[src/rtl/avalon_seq_alu_pkg.sv]
// Shared types and constants for the Avalon-MM sequential ALU.
package alu_pkg;

    typedef enum logic [2:0] {
        OP_ADD = 3'd0,
        OP_SUB = 3'd1,
        OP_AND = 3'd2,
        OP_OR  = 3'd3,
        OP_XOR = 3'd4,
        OP_MUL = 3'd5,
        OP_DIV = 3'd6,
        OP_ILL = 3'd7
    } opcode_e;

    localparam logic [2:0] A_OPA    = 3'd0;
    localparam logic [2:0] A_OPB    = 3'd1;
    localparam logic [2:0] A_OP     = 3'd2;
    localparam logic [2:0] A_STATUS = 3'd3;
    localparam logic [2:0] A_RES_LO = 3'd4;
    localparam logic [2:0] A_RES_HI = 3'd5;
    localparam logic [2:0] A_IRQ_EN = 3'd6;

    localparam int ST_BUSY = 0;
    localparam int ST_DONE = 1;
    localparam int ST_DZ   = 2;
    localparam int ST_ERR  = 3;
    localparam int ST_BERR = 4;

    typedef enum logic {
        S_IDLE = 1'b0,
        S_RUN  = 1'b1
    } state_e;

endpackage

[src/rtl/avalon_seq_alu_if.sv]
// Avalon-MM slave bus bundle for the sequential ALU.
interface avalon_seq_alu_if #(
    parameter int ADDR_W = 3
);
    logic [ADDR_W-1:0] avs_address;
    logic              avs_write;
    logic [31:0]       avs_write_data;
    logic              avs_read;
    logic [31:0]       avs_read_data;
    logic              avs_readdatavalid;

    modport slave (
        input  avs_address, avs_write, avs_write_data, avs_read,
        output avs_read_data, avs_readdatavalid
    );

    modport master (
        output avs_address, avs_write, avs_write_data, avs_read,
        input  avs_read_data, avs_readdatavalid
    );
endinterface

[src/rtl/avalon_seq_alu_muldiv.sv]
// Iterative unsigned multiply (shift-add) / divide (restoring), one bit per cycle.
//   state  | meaning
//   S_IDLE | waiting for i_start, operands loaded on start
//   S_RUN  | iterating, r_cnt counts DATA_W-1 down to 0
// o_lo/o_hi show the value the product/quotient register takes on this edge,
// so the parent can latch the final result on the same edge o_done is high.
module seq_muldiv
    import alu_pkg::*;
#(
    parameter int DATA_W = 32
) (
    input  logic              clk,
    input  logic              rst,
    input  logic              i_start,
    input  logic              i_is_div,
    input  logic [DATA_W-1:0] i_a,
    input  logic [DATA_W-1:0] i_b,
    output logic              o_busy,
    output logic              o_done,
    output logic [DATA_W-1:0] o_lo,
    output logic [DATA_W-1:0] o_hi
);
    localparam int CNT_W = $clog2(DATA_W);

    state_e              r_state;
    state_e              w_state_nxt;
    logic [CNT_W-1:0]    r_cnt;
    logic                r_is_div;
    logic [DATA_W-1:0]   r_b;
    logic [2*DATA_W-1:0] r_p;
    logic [2*DATA_W-1:0] w_p_step;
    logic [DATA_W:0]     w_mul_sum;
    logic [DATA_W:0]     w_div_shift;
    logic [DATA_W:0]     w_div_sub;
    logic                w_div_ge;

    // One iteration of either algorithm; r_p holds {acc, multiplier} or {rem, quotient}.
    always_comb begin
        w_mul_sum   = {1'b0, r_p[2*DATA_W-1:DATA_W]} + (r_p[0] ? {1'b0, r_b} : '0);
        w_div_shift = {r_p[2*DATA_W-1:DATA_W], r_p[DATA_W-1]};
        w_div_sub   = w_div_shift - {1'b0, r_b};
        w_div_ge    = (w_div_shift >= {1'b0, r_b});
        w_p_step    = '0;
        if (r_is_div) begin
            w_p_step[2*DATA_W-1:DATA_W] = w_div_ge ? w_div_sub[DATA_W-1:0]
                                                   : w_div_shift[DATA_W-1:0];
            w_p_step[DATA_W-1:0]        = {r_p[DATA_W-2:0], w_div_ge};
        end else begin
            w_p_step = {w_mul_sum, r_p[DATA_W-1:1]};
        end
    end

    // Next-state logic.
    always_comb begin
        w_state_nxt = r_state;
        case (r_state)
            S_IDLE: if (i_start) w_state_nxt = S_RUN;
            S_RUN:  if (r_cnt == '0) w_state_nxt = S_IDLE;
            default: w_state_nxt = S_IDLE;
        endcase
    end

    // State register plus operand load and per-cycle datapath update.
    always_ff @(posedge clk or posedge rst) begin
        if (rst) begin
            r_state  <= S_IDLE;
            r_cnt    <= '0;
            r_is_div <= 1'b0;
            r_b      <= '0;
            r_p      <= '0;
        end else begin
            r_state <= w_state_nxt;
            if (r_state == S_IDLE && i_start) begin
                r_p      <= {{DATA_W{1'b0}}, i_a};
                r_b      <= i_b;
                r_is_div <= i_is_div;
                r_cnt    <= CNT_W'(DATA_W - 1);
            end else if (r_state == S_RUN) begin
                r_p   <= w_p_step;
                r_cnt <= r_cnt - 1'b1;
            end
        end
    end

    assign o_busy = (r_state == S_RUN);
    assign o_done = (r_state == S_RUN) && (r_cnt == '0);
    assign o_lo   = w_p_step[DATA_W-1:0];
    assign o_hi   = w_p_step[2*DATA_W-1:DATA_W];

endmodule

[src/rtl/avalon_seq_alu.sv]
// Memory-mapped ALU coprocessor: bus decode, operand/result registers, STATUS and irq.
module avalon_seq_alu
    import alu_pkg::*;
#(
    parameter int DATA_W = 32,
    parameter int ADDR_W = 3
) (
    input  logic                   clk,
    input  logic                   rst,
    avalon_seq_alu_if.slave        avs,
    output logic                   irq
);
    logic [DATA_W-1:0] r_opa, r_opb, r_res_lo, r_res_hi;
    logic              r_irq_en, r_done, r_dz, r_err, r_berr;
    logic [31:0]       r_rdata;
    logic              r_rvalid;

    logic              w_busy, w_done;
    logic [DATA_W-1:0] w_lo, w_hi, w_wdata;
    logic [DATA_W:0]   w_add, w_sub;
    opcode_e           w_op;
    logic              w_hit_opa, w_hit_opb, w_hit_op, w_hit_status, w_hit_irq_en;
    logic              w_cfg_wr, w_op_go, w_b_zero, w_start;
    logic [4:0]        w_status;
    logic [31:0]       w_rdata;

    assign w_wdata      = avs.avs_write_data[DATA_W-1:0];
    assign w_op         = opcode_e'(avs.avs_write_data[2:0]);
    assign w_hit_opa    = avs.avs_address == ADDR_W'(A_OPA);
    assign w_hit_opb    = avs.avs_address == ADDR_W'(A_OPB);
    assign w_hit_op     = avs.avs_address == ADDR_W'(A_OP);
    assign w_hit_status = avs.avs_address == ADDR_W'(A_STATUS);
    assign w_hit_irq_en = avs.avs_address == ADDR_W'(A_IRQ_EN);
    assign w_cfg_wr     = avs.avs_write & (w_hit_opa | w_hit_opb | w_hit_op | w_hit_irq_en);
    assign w_op_go      = avs.avs_write & w_hit_op & ~w_busy;
    assign w_b_zero     = (r_opb == '0);
    assign w_start      = w_op_go & ((w_op == OP_MUL) | ((w_op == OP_DIV) & ~w_b_zero));
    assign w_add        = {1'b0, r_opa} + {1'b0, r_opb};
    assign w_sub        = {1'b0, r_opa} - {1'b0, r_opb};

    seq_muldiv #(.DATA_W(DATA_W)) u_muldiv (
        .clk      (clk),
        .rst      (rst),
        .i_start  (w_start),
        .i_is_div (w_op == OP_DIV),
        .i_a      (r_opa),
        .i_b      (r_opb),
        .o_busy   (w_busy),
        .o_done   (w_done),
        .o_lo     (w_lo),
        .o_hi     (w_hi)
    );

    // Register writes, op launch and STATUS flags; later assignments win, so set beats clear.
    always_ff @(posedge clk or posedge rst) begin
        if (rst) begin
            r_opa    <= '0;
            r_opb    <= '0;
            r_res_lo <= '0;
            r_res_hi <= '0;
            r_irq_en <= 1'b0;
            r_done   <= 1'b0;
            r_dz     <= 1'b0;
            r_err    <= 1'b0;
            r_berr   <= 1'b0;
        end else begin
            if (avs.avs_write && !w_busy) begin
                if (w_hit_opa)    r_opa    <= w_wdata;
                if (w_hit_opb)    r_opb    <= w_wdata;
                if (w_hit_irq_en) r_irq_en <= avs.avs_write_data[0];
            end
            if (avs.avs_write && w_hit_status) begin
                r_done <= 1'b0;
                r_dz   <= 1'b0;
                r_err  <= 1'b0;
                r_berr <= 1'b0;
            end
            if (w_cfg_wr && w_busy) r_berr <= 1'b1;
            if (w_op_go) begin
                r_done <= 1'b0;
                case (w_op)
                    OP_ADD: begin
                        r_res_lo <= w_add[DATA_W-1:0];
                        r_res_hi <= DATA_W'(w_add[DATA_W]);
                        r_done   <= 1'b1;
                    end
                    OP_SUB: begin
                        r_res_lo <= w_sub[DATA_W-1:0];
                        r_res_hi <= DATA_W'(w_sub[DATA_W]);
                        r_done   <= 1'b1;
                    end
                    OP_AND: begin
                        r_res_lo <= r_opa & r_opb;
                        r_res_hi <= '0;
                        r_done   <= 1'b1;
                    end
                    OP_OR: begin
                        r_res_lo <= r_opa | r_opb;
                        r_res_hi <= '0;
                        r_done   <= 1'b1;
                    end
                    OP_XOR: begin
                        r_res_lo <= r_opa ^ r_opb;
                        r_res_hi <= '0;
                        r_done   <= 1'b1;
                    end
                    OP_MUL: ;
                    OP_DIV: begin
                        if (w_b_zero) begin
                            r_res_lo <= '1;
                            r_res_hi <= r_opa;
                            r_dz     <= 1'b1;
                            r_done   <= 1'b1;
                        end
                    end
                    OP_ILL: begin
                        r_err  <= 1'b1;
                        r_done <= 1'b1;
                    end
                endcase
            end
            if (w_done) begin
                r_res_lo <= w_lo;
                r_res_hi <= w_hi;
                r_done   <= 1'b1;
            end
        end
    end

    // Read mux over the current (pre-write) register values.
    always_comb begin
        w_status           = '0;
        w_status[ST_BUSY]  = w_busy;
        w_status[ST_DONE]  = r_done;
        w_status[ST_DZ]    = r_dz;
        w_status[ST_ERR]   = r_err;
        w_status[ST_BERR]  = r_berr;
        w_rdata            = '0;
        case (avs.avs_address)
            ADDR_W'(A_OPA):    w_rdata = 32'(r_opa);
            ADDR_W'(A_OPB):    w_rdata = 32'(r_opb);
            ADDR_W'(A_STATUS): w_rdata = 32'(w_status);
            ADDR_W'(A_RES_LO): w_rdata = 32'(r_res_lo);
            ADDR_W'(A_RES_HI): w_rdata = 32'(r_res_hi);
            ADDR_W'(A_IRQ_EN): w_rdata = 32'(r_irq_en);
            default:           w_rdata = '0;
        endcase
    end

    // Registered read data with a one-cycle valid strobe.
    always_ff @(posedge clk or posedge rst) begin
        if (rst) begin
            r_rdata  <= '0;
            r_rvalid <= 1'b0;
        end else begin
            r_rvalid <= avs.avs_read;
            if (avs.avs_read) r_rdata <= w_rdata;
        end
    end

    assign avs.avs_read_data     = r_rdata;
    assign avs.avs_readdatavalid = r_rvalid;
    assign irq                   = r_irq_en & r_done;

endmodule

[src/flat_wrapper.sv]
// flat-port wrapper written by rule: the top's interface ports become plain ports
module avalon_seq_alu_flat import alu_pkg::*;
#(
    parameter int DATA_W = 32,
    parameter int ADDR_W = 3
)
  (clk, rst, irq, avs_avs_address, avs_avs_write, avs_avs_write_data, avs_avs_read, avs_avs_read_data, avs_avs_readdatavalid);
  avalon_seq_alu_if #(.ADDR_W(ADDR_W)) avs_i ();
  input  logic clk;
  input  logic rst;
  output logic irq;
  input wire logic [$bits(avs_i.avs_address)-1:0] avs_avs_address;
  input wire logic [$bits(avs_i.avs_write)-1:0] avs_avs_write;
  input wire logic [$bits(avs_i.avs_write_data)-1:0] avs_avs_write_data;
  input wire logic [$bits(avs_i.avs_read)-1:0] avs_avs_read;
  output wire logic [$bits(avs_i.avs_read_data)-1:0] avs_avs_read_data;
  output wire logic [$bits(avs_i.avs_readdatavalid)-1:0] avs_avs_readdatavalid;
  assign avs_i.avs_address = avs_avs_address;
  assign avs_i.avs_write = avs_avs_write;
  assign avs_i.avs_write_data = avs_avs_write_data;
  assign avs_i.avs_read = avs_avs_read;
  assign avs_avs_read_data = avs_i.avs_read_data;
  assign avs_avs_readdatavalid = avs_i.avs_readdatavalid;
  avalon_seq_alu #(.DATA_W(DATA_W), .ADDR_W(ADDR_W)) u_core (.clk(clk), .rst(rst), .avs(avs_i), .irq(irq));
endmodule
[config.mk]
export PLATFORM = sky130hd
export DESIGN_NAME = avalon_seq_alu_flat
export DESIGN_NICKNAME = d
export VERILOG_FILES = /design/src/rtl/avalon_seq_alu_pkg.sv /design/src/rtl/avalon_seq_alu_if.sv /design/src/rtl/avalon_seq_alu_muldiv.sv /design/src/rtl/avalon_seq_alu.sv /design/src/flat_wrapper.sv
export SDC_FILE = /design/constraint.sdc
export NUM_CORES = 1
export LEC_CHECK = 0
export BUFFER_PORTS_ARGS = -buffer_cell sky130_fd_sc_hd__buf_2
export CAP_MARGIN = 10
export CELL_PAD_IN_SITES_DETAIL_PLACEMENT = 1
export CELL_PAD_IN_SITES_GLOBAL_PLACEMENT = 1
export CORE_MARGIN = 4
export CORE_UTILIZATION = 45
export DETAILED_ROUTE_END_ITERATION = 8
export GPL_TIMING_DRIVEN = 1
export PLACE_DENSITY_LB_ADDON = 0.15
export RECOVER_POWER = 25
export SLEW_MARGIN = 20
export SYNTH_ARGS = -nofsm -noshare
export SYNTH_HDL_FRONTEND = slang
export SYNTH_SLANG_ARGS = --single-unit
[constraint.sdc]
create_clock -name clk -period 15.36 [get_ports clk]
set_input_delay 2.304 -clock clk [delete_from_list [all_inputs] [get_ports clk]]
set_output_delay 2.304 -clock clk [all_outputs]
set_load 0.02 [all_outputs]
; ---- Word-level counts from Yosys, hierarchy flattened
; Index checks and enable logic that the tools add are counted.
[word_totals]
register_bits = 269
inputBits = 39
out_inout_bits = 34
wordCells = 106
[classes]
addsub = 5
n_lt_le_gt_ge = 1
n_eq_ne = 14
muxes = 32
n_bitwise = 15
reduce_logical = 23
[ops]
columns = op, n
row1 = 32-bit one-hot mux with 6 select lines, 2
row2 = 32-bit two-way mux, 8
row3 = 64-bit two-way mux, 3
row4 = 32-bit one-hot mux with 4 select lines, 1
row5 = 32-bit by 32-bit adder with 33-bit output, 2
row6 = 33-bit by 32-bit >= comparator with 1-bit output, 1
row7 = 32-bit by 32-bit subtractor with 33-bit output, 1
row8 = 32-bit bitwise AND, 1
row9 = 32-bit logical NOT, 1
row10 = 32-bit OR, 1
row11 = 32-bit subtractor, 1
row12 = 32-bit XOR, 1
row13 = "3-bit == test, second input constant", 7
row14 = 1-bit two-way mux, 14
row15 = "3-bit by 2-bit == test with 1-bit output, second input constant", 4
row16 = 5-bit two-way mux, 2
row17 = 7-bit nonzero test, 1
row18 = 1-bit bitwise AND, 6
row19 = "3-bit by 1-bit == test with 1-bit output, second input constant", 2
row20 = 3-bit logical NOT, 2
row21 = 2-bit AND reduction, 3
row22 = 3-bit AND reduction, 2
row23 = 2-bit nonzero test, 3
row24 = 6-bit OR reduction, 1
row25 = 11 further kinds, 20

; ---- Logic depth before layout (Yosys ltp)
; Gate-level depths: netlist of run 1.
[logic_depth]
ltp_word = 7
mapped_depth = 14
mapped_depth_nobuf = 13

; ---- Modules after synthesis
; A second synthesis of run 1 with hierarchy kept.
[hier_totals]
hier_cells = 2555
area_unflattened_um2 = 21720.8
[by_module_without_submodules]
columns = mod, n_inst, cells_each, area_per_inst_um2, seq_area_each_um2
row1 = avalon_seq_alu, 1, 1478, 12717.2, 4154.0
row2 = seq_muldiv, 1, 1077, 9003.6, 2577.5

; ---- Worst setup path before layout of run 1
; OpenSTA, ideal clock, no wires.
[synth_path]
path_kind = input -> register
startpoint = input port avs_avs_write_data[1]
endpoint = register u_core.r_res_lo[9]
setup_time_ns = 0.142
arrival_ns = 3.994
required_ns = 15.218
path_slack_ns = 11.224
cell_stages = 9
n_path_buf = 4
path_cell_list = clkbuf_1 inv_1 clkbuf_1 nand3_1 clkbuf_1 clkbuf_1 o221ai_1 a211oi_1 o221ai_1
[synth_via]
elab_chain_cells = 4
elab_cells_between_ends = 12
classes_between = eq/ne (6) / mux (3) / reduce/logical (3)
[synth_rtl]
columns = item, line_no
row1 = start: declaration, flat_wrapper.sv:14  ; input wire logic [$bits(avs_i.avs_write_data)-1:0] avs_avs_write_data;
row2 = "3-bit == test, or another cell as far along", avalon_seq_alu.sv:81  ; case (w_op)
row3 = 32-bit one-hot mux with 6 select lines, avalon_seq_alu.sv:81
row4 = 32-bit two-way mux, avalon_seq_alu.sv:79  ; if (w_op_go) begin
row5 = 32-bit two-way mux, avalon_seq_alu.sv:122  ; if (w_done) begin
row6 = end signal: assignment, avalon_seq_alu.sv:83  ; r_res_lo <= w_add[DATA_W-1:0];
row7 = end signal: assignment, avalon_seq_alu.sv:88  ; r_res_lo <= w_sub[DATA_W-1:0];
row8 = end signal: assignment, avalon_seq_alu.sv:123  ; r_res_lo <= w_lo;
row9 = end: declaration, avalon_seq_alu.sv:13  ; logic [DATA_W-1:0] r_opa, r_opb, r_res_lo, r_res_hi;
; Several ways; a longest one is shown, not always the timed one. The select of a mux whose other input is x is not followed.
; A chain may end at the register's enable or synchronous reset.

==> metrics, run 1 <==
clock skew after layout 11.8 ps; DPL Wire Length 59200 um; WP depth 4; first-pass GRT wire length 125000 um; Crit. End Element async pin; cell leakage power 10.2 nW; hold_ws 488 ps; Post-Route WL 81000 um; critical path type primary input to async pin; largest net degree at the start of global routing 102; clk buf depth 3; final hold viol count 0; outcome finished, violations left; Design Area, Final 0.0229 mm^2; Inst Count DP 3025; Ys Warns 0; gr ovfl total 0; min cycle time layout 7750 ps; number of routed nets with antenna violations 0; Rows 79; Slew @ Worst Pin 4630 ps; fraction of layout cells with a size suffix above 1 10.7%; Yosys top cell by area dfrtp_1; Req. time, crit path 16010 ps; RD Place Congestion 0.918; H-tree Lvls 1; CTS buffer count 31; CTS root buffer clkbuf_16; Synth Register Bits 269; Post-synth EDFFs 0; area grow syn2layout 8.81%; via count 20179; worst path cell trace buf_2 -> clkinvlp_2 -> clkbuf_1 -> buf_4; max cap viols 6; failing checks max-capacitance violations, max-slew violations; CP startpoint kind primary input; setup repair bufs after CTS 0; Worst-Skew Late Latency 590 ps; Crit path max-delay family buffers and inverters; Syn Area/Cell 8.53 um^2; WL/cell 26.3 um; PwrDens 178 mW/mm^2; largest cells by area after synthesis dfrtp_1, ha_1, a21oi_1, mux2_2, nand2_1; DR pass1 iterations 5; Final Instance Count excl. Fillers 3083; DIE AREA 0.0503 mm^2; cell count after synthesis 2470; Iter 0 DRT Violations 1746; top-level I/O count 73; CTS tree done; Netlist cell types 88; Reg clk slew, reported paths 60 ps; IO Port Bufs 72; # clock sinks 269; Worst R2R Path Depth 13; Placeable Area 0.0464 mm^2; Die H 224 um; RSZ-0062 raised after global routing false; Post-Syn Nets 2674; maximum vdd drop 0.0955 mV; async set or reset register ratio after synthesis 100%; Post-CTS Resized 0; Slowest cell on crit path clkinvlp_2; CP max FO 101; max-slew violations 325; placed cell areas 0.0219 mm^2; vias per cell 6.55; Synth top area share 32.0%; Top FF cell, synth dfrtp_1; WP buf/inv 4; hold crit path type flop to flop; normalized max-slew margin -210%; Worst path max stage delay 2560 ps; total track usage 31.3%; Max Fclk 0.129 GHz; initial core utilization 45.4%; antenna violations before repair 2; WP data arrival 8400 ps; Setup TNS 0 ps; vias in the first global route 20280; Final Setup Violations 0; Cell Area, Synth 0.0211 mm^2; Post-route DRC 0; die width 224 um; cts hold-fix bufs 0; FILL cells 5509; Nets 2655; final worst-path cycle share 50.5%; Hold Path Depth 2; sequential share of the synthesized area 32.0%
## cells by family after synthesis
family	count (synthesis)	synth area share, %
AND/OR/NAND/NOR	649	14.8
AO/OA/AOI/OAI	867	28.4
adder cells (fa/ha/maj)	165	9.95
multiplexers	117	5.99
flip-flops	269	32.0
XOR/XNOR	71	2.95
buffers and inverters	332	6.01
## state kept, by name, summed over array words and instances (netlist names)
name                          cells
u_core.r_res_hi                  32
u_core.u_muldiv.r_cnt             5
u_core.r_dz                       1
u_core.u_muldiv.o_busy            1
u_core.r_irq_en                   1
u_core.u_muldiv.r_is_div          1
u_core.u_muldiv.r_p              64
u_core.r_opb                     32
u_core.avs.avs_readdatavalid      1
u_core.r_opa                     32
u_core.r_err                      1
u_core.r_berr                     1
u_core.r_done                     1
u_core.u_muldiv.r_b              32
u_core.r_res_lo                  32
u_core.avs.avs_read_data         32
## synthesized netlist by cell type, types with 8 or more instances
cell type / instances
and2_1: 42
nor4_1: 19
mux2_2: 72
o21ai_0: 151
xor2_1: 20
o221ai_1: 51
a2111oi_0: 9
nor2b_1: 15
o22ai_1: 62
dfrtp_1: 269
o21a_1: 10
nand4_1: 17
a21o_1: 53
nor3_1: 42
o31a_1: 9
nand2b_1: 18
and3_1: 33
o211ai_1: 30
buf_1: 9
mux2i_1: 45
a21oi_1: 182
nor2_1: 139
a31oi_1: 34
xnor2_1: 51
clkbuf_1: 137
a211oi_1: 33
buf_2: 8
nand3_1: 67
o31ai_1: 19
a22o_1: 42
a211o_1: 9
inv_1: 173
a221o_1: 8
or3_1: 14
ha_1: 161
o21bai_1: 20
a22oi_1: 22
nand2_1: 210
a221oi_1: 41
## placed cells by master, fill, tap and decap left out, types with 19 or more instances in the layout
master	count
a22oi_1	22
o21bai_1	20
a21o_1	52
o21ai_0	151
buf_2	70
xnor2_1	51
and3_1	32
nor2_1	135
a31oi_1	34
dfrtp_1	268
o211ai_1	30
inv_1	172
nand3_1	65
mux2i_1	45
o221ai_1	51
buf_4	29
xor2_1	20
a22o_1	42
clkbuf_16	31
mux2_2	72
ha_1	161
a21oi_1	181
nand2_1	210
and2_1	42
nor3_1	42
nor4_1	19
o22ai_1	62
o31ai_1	19
a221oi_1	41
a211oi_1	33
## per-layer routing
metal / share of wire (%) / global-route usage [%]
met1: 46 / 46.1
met4: 3.2 / 8.79
met2: 43 / 47.2
met5: 0.016 / 0
met3: 7.7 / 5.68
## area by class of cell
type / instances / area [um^2] / area share (%)
clock inverters: 13 / 178 / 0.775
diodes: 1 / 2.50 / 0.0109
repair buffers: 105 / 591 / 2.58
clock buffers: 44 / 875 / 3.82
flip-flops and latches: 269 / 6740 / 29.4
multi-input cells: 1869 / 13100 / 57.2
well taps: 607 / 759 / 3.31
inverters: 175 / 658 / 2.87
## through the flow
stage	worst slack [ps]	utilization (%)	total power [mW]
after detailed placement	9770	47.2	3.24
after floorplan	5650	-	2.57
after CTS	10400	49.5	4.05
after global placement	9850	47.2	3.17
final	7610	49.4	4.09
after global routing	6380	49.4	4.35
## final timing paths
path | start | endpoint | slack (ps)
max | rst | u_core.r_opa[6] | 7610
min | u_core.r_err | u_core.r_err | 490
max reg2reg | u_core.u_muldiv.r_p[0] | u_core.u_muldiv.r_p[57] | 10420
min reg2reg | u_core.r_err | u_core.r_err | 490
max in group clk | avs_avs_write_data[1] | u_core.u_muldiv.r_p[18] | 10290
min in group asynchronous | rst | u_core.u_muldiv.r_b[26] | 3110
## worst min-delay path: cells and delay by family (launching register included)
kind	cells	cell delay (ps)
flops	1	340
compound gates	1	60
simple gates	1	50
## power breakdown
| group | switching [mW] | internal, mW |
|---|---|---|
| registers | 0.267 | 0.910 |
| clock network | 0.326 | 0.462 |
| logic | 1.31 | 0.808 |
| total | 1.91 | 2.18 |
Power figures use the tool's default switching activity.
==> inputs of run 2 (changes only) <==
==> constraint.sdc (replaced) <==
create_clock -name clk -period 7.8 [get_ports clk]
set_input_delay 1.17 -clock clk [delete_from_list [all_inputs] [get_ports clk]]
set_output_delay 1.17 -clock clk [all_outputs]
set_load 0.02 [all_outputs]
==> metrics, run 2 (same netlist as run 1, synthesis figures left out) <==
Reg clk slew, reported paths 60 ps; # diodes 0; DPL Wire Length 59700 um; critical path type primary input to flop; CP max FO 43; Final Setup Violations 0; cell leakage power 10.1 nW; setup repair bufs after CTS 0; clock skew after layout 19.2 ps; RD Place Congestion 0.960; WL/cell 26.9 um; Placeable Area 0.0464 mm^2; total track usage 32.1%; H-tree Lvls 2; most common cell after layout, fill and taps aside dfrtp_1; placed cell areas 0.0219 mm^2; WP data arrival 5910 ps; Crit. End Element flop; via count 20488; Req. time, crit path 8200 ps; # clock sinks 269; largest net degree at the start of global routing 173; max-slew violations 203; vias in the first global route 20587; final worst-path cycle share 70.7%; initial core utilization 45.4%; fraction of layout cells with a size suffix above 1 9.63%; RSZ-0062 raised after global routing false; CP startpoint kind primary input; DIE AREA 0.0503 mm^2; failing checks max-capacitance violations, max-slew violations; area grow syn2layout 9.23%; max FFs per register 64; most frequent cells in the layout dfrtp_1, nand2_1, a21oi_1, inv_1, ha_1; normalized max-slew margin -105%; top-level I/O count 73; Slew @ Worst Pin 3080 ps; Setup TNS 0 ps; final hold viol count 0; Post-CTS Resized 0; max cap viols 5; hold crit path type flop to flop; Nets 2659; first-pass GRT wire length 128000 um; antenna violations before repair 0; FILL cells 5464; Design Power 8.18 mW; Worst-Skew Late Latency 550 ps; vias per cell 6.63; outcome finished, violations left; Post-Route WL 83000 um; R2R setup slack 2970 ps; maximum vdd drop 0.199 mV; Max Fclk 0.181 GHz; CTS tree done; number of routed nets with antenna violations 0; Iter 0 DRT Violations 1908; Design Area, Final 0.0230 mm^2; Die H 224 um; CTS root buffer clkbuf_16; clk buf depth 3; Biggest register u_core.u_muldiv.r_p; register area 0.00674 mm^2; CTS buffer count 34; min cycle time layout 5520 ps; cts hold-fix bufs 0; area of the multi-input gates 0.0131 mm^2; gr ovfl total 0; IO Port Bufs 72; die width 224 um; Rows 79; DR pass1 iterations 6; Post-route DRC 0; PwrDens 356 mW/mm^2
run 2: cell count changes in the layout (fill, tap and decap cells not counted), moves of 2 or more:
| cell | previous run | this run |
|---|---|---|
| buf_2 | 70 | 37 |
| clkinvlp_4 | 2 | 4 |
| clkbuf_1 | 14 | 46 |
| clkbuf_16 | 31 | 37 |
| buf_4 | 29 | 27 |
| clkbuf_8 | 5 | 7 |
| bufinv_16 | 4 | 2 |
run 2: worst paths after layout:
| check | from | endpoint | cells past startpoint |
|---|---|---|---|
| max reg2reg | u_core.u_muldiv.r_p[0] | u_core.u_muldiv.r_p[57] | 12 |
| max in group asynchronous | rst | u_core.r_opa[22] | 3 |
| min | u_core.r_err | u_core.r_err | 2 |
| max | avs_avs_write_data[2] | u_core.r_res_lo[11] | 9 |
| min in group asynchronous | rst | u_core.r_res_hi[26] | 2 |
| min reg2reg | u_core.r_err | u_core.r_err | 2 |
run 2: power by group:
group / internal, mW / switching (mW) / total, mW
Sequential: 1.79 / 0.591 / 2.38
Clock: 0.999 / 0.670 / 1.67
Combinational: 1.59 / 2.54 / 4.13
Total: 4.38 / 3.81 / 8.18
run 2: through the flow:
stage | utilization (%) | cells | hold WS [ps] | worst slack (ps)
after floorplan | - | 2470 | 449 | 3080
after global placement | 47.2 | 3025 | 485 | 3090
after detailed placement | 47.2 | 3025 | 481 | 2960
after CTS | 49.8 | 3087 | 494 | 2940
after global routing | 49.6 | 3088 | 532 | 2130
final | 49.6 | 3088 | 499 | 2280
run 2: cell type report:
cell class,instances,area share (%)
repair buffers,106,2.44
well taps,607,3.30
clock buffers,49,4.53
flip-flops and latches,269,29.3
clock inverters,13,0.560
inverters,175,2.86
multi-input cells,1869,57.0
run 2: worst max-delay path, cell delays in order:
cell and delay [ps]:
buf_2 70, clkbuf_1 1600, inv_1 920, nand3_1 590, buf_4 390, o221ai_1 180, a2111oi_0 670, or3_1 190
o21ai_0 80
run 2: routing by layer:
metal	global-route usage, %	wire, um
met4	9.11	2470
met3	4.14	5990
met1	47.2	37300
met2	50.0	37300
met5	0	0
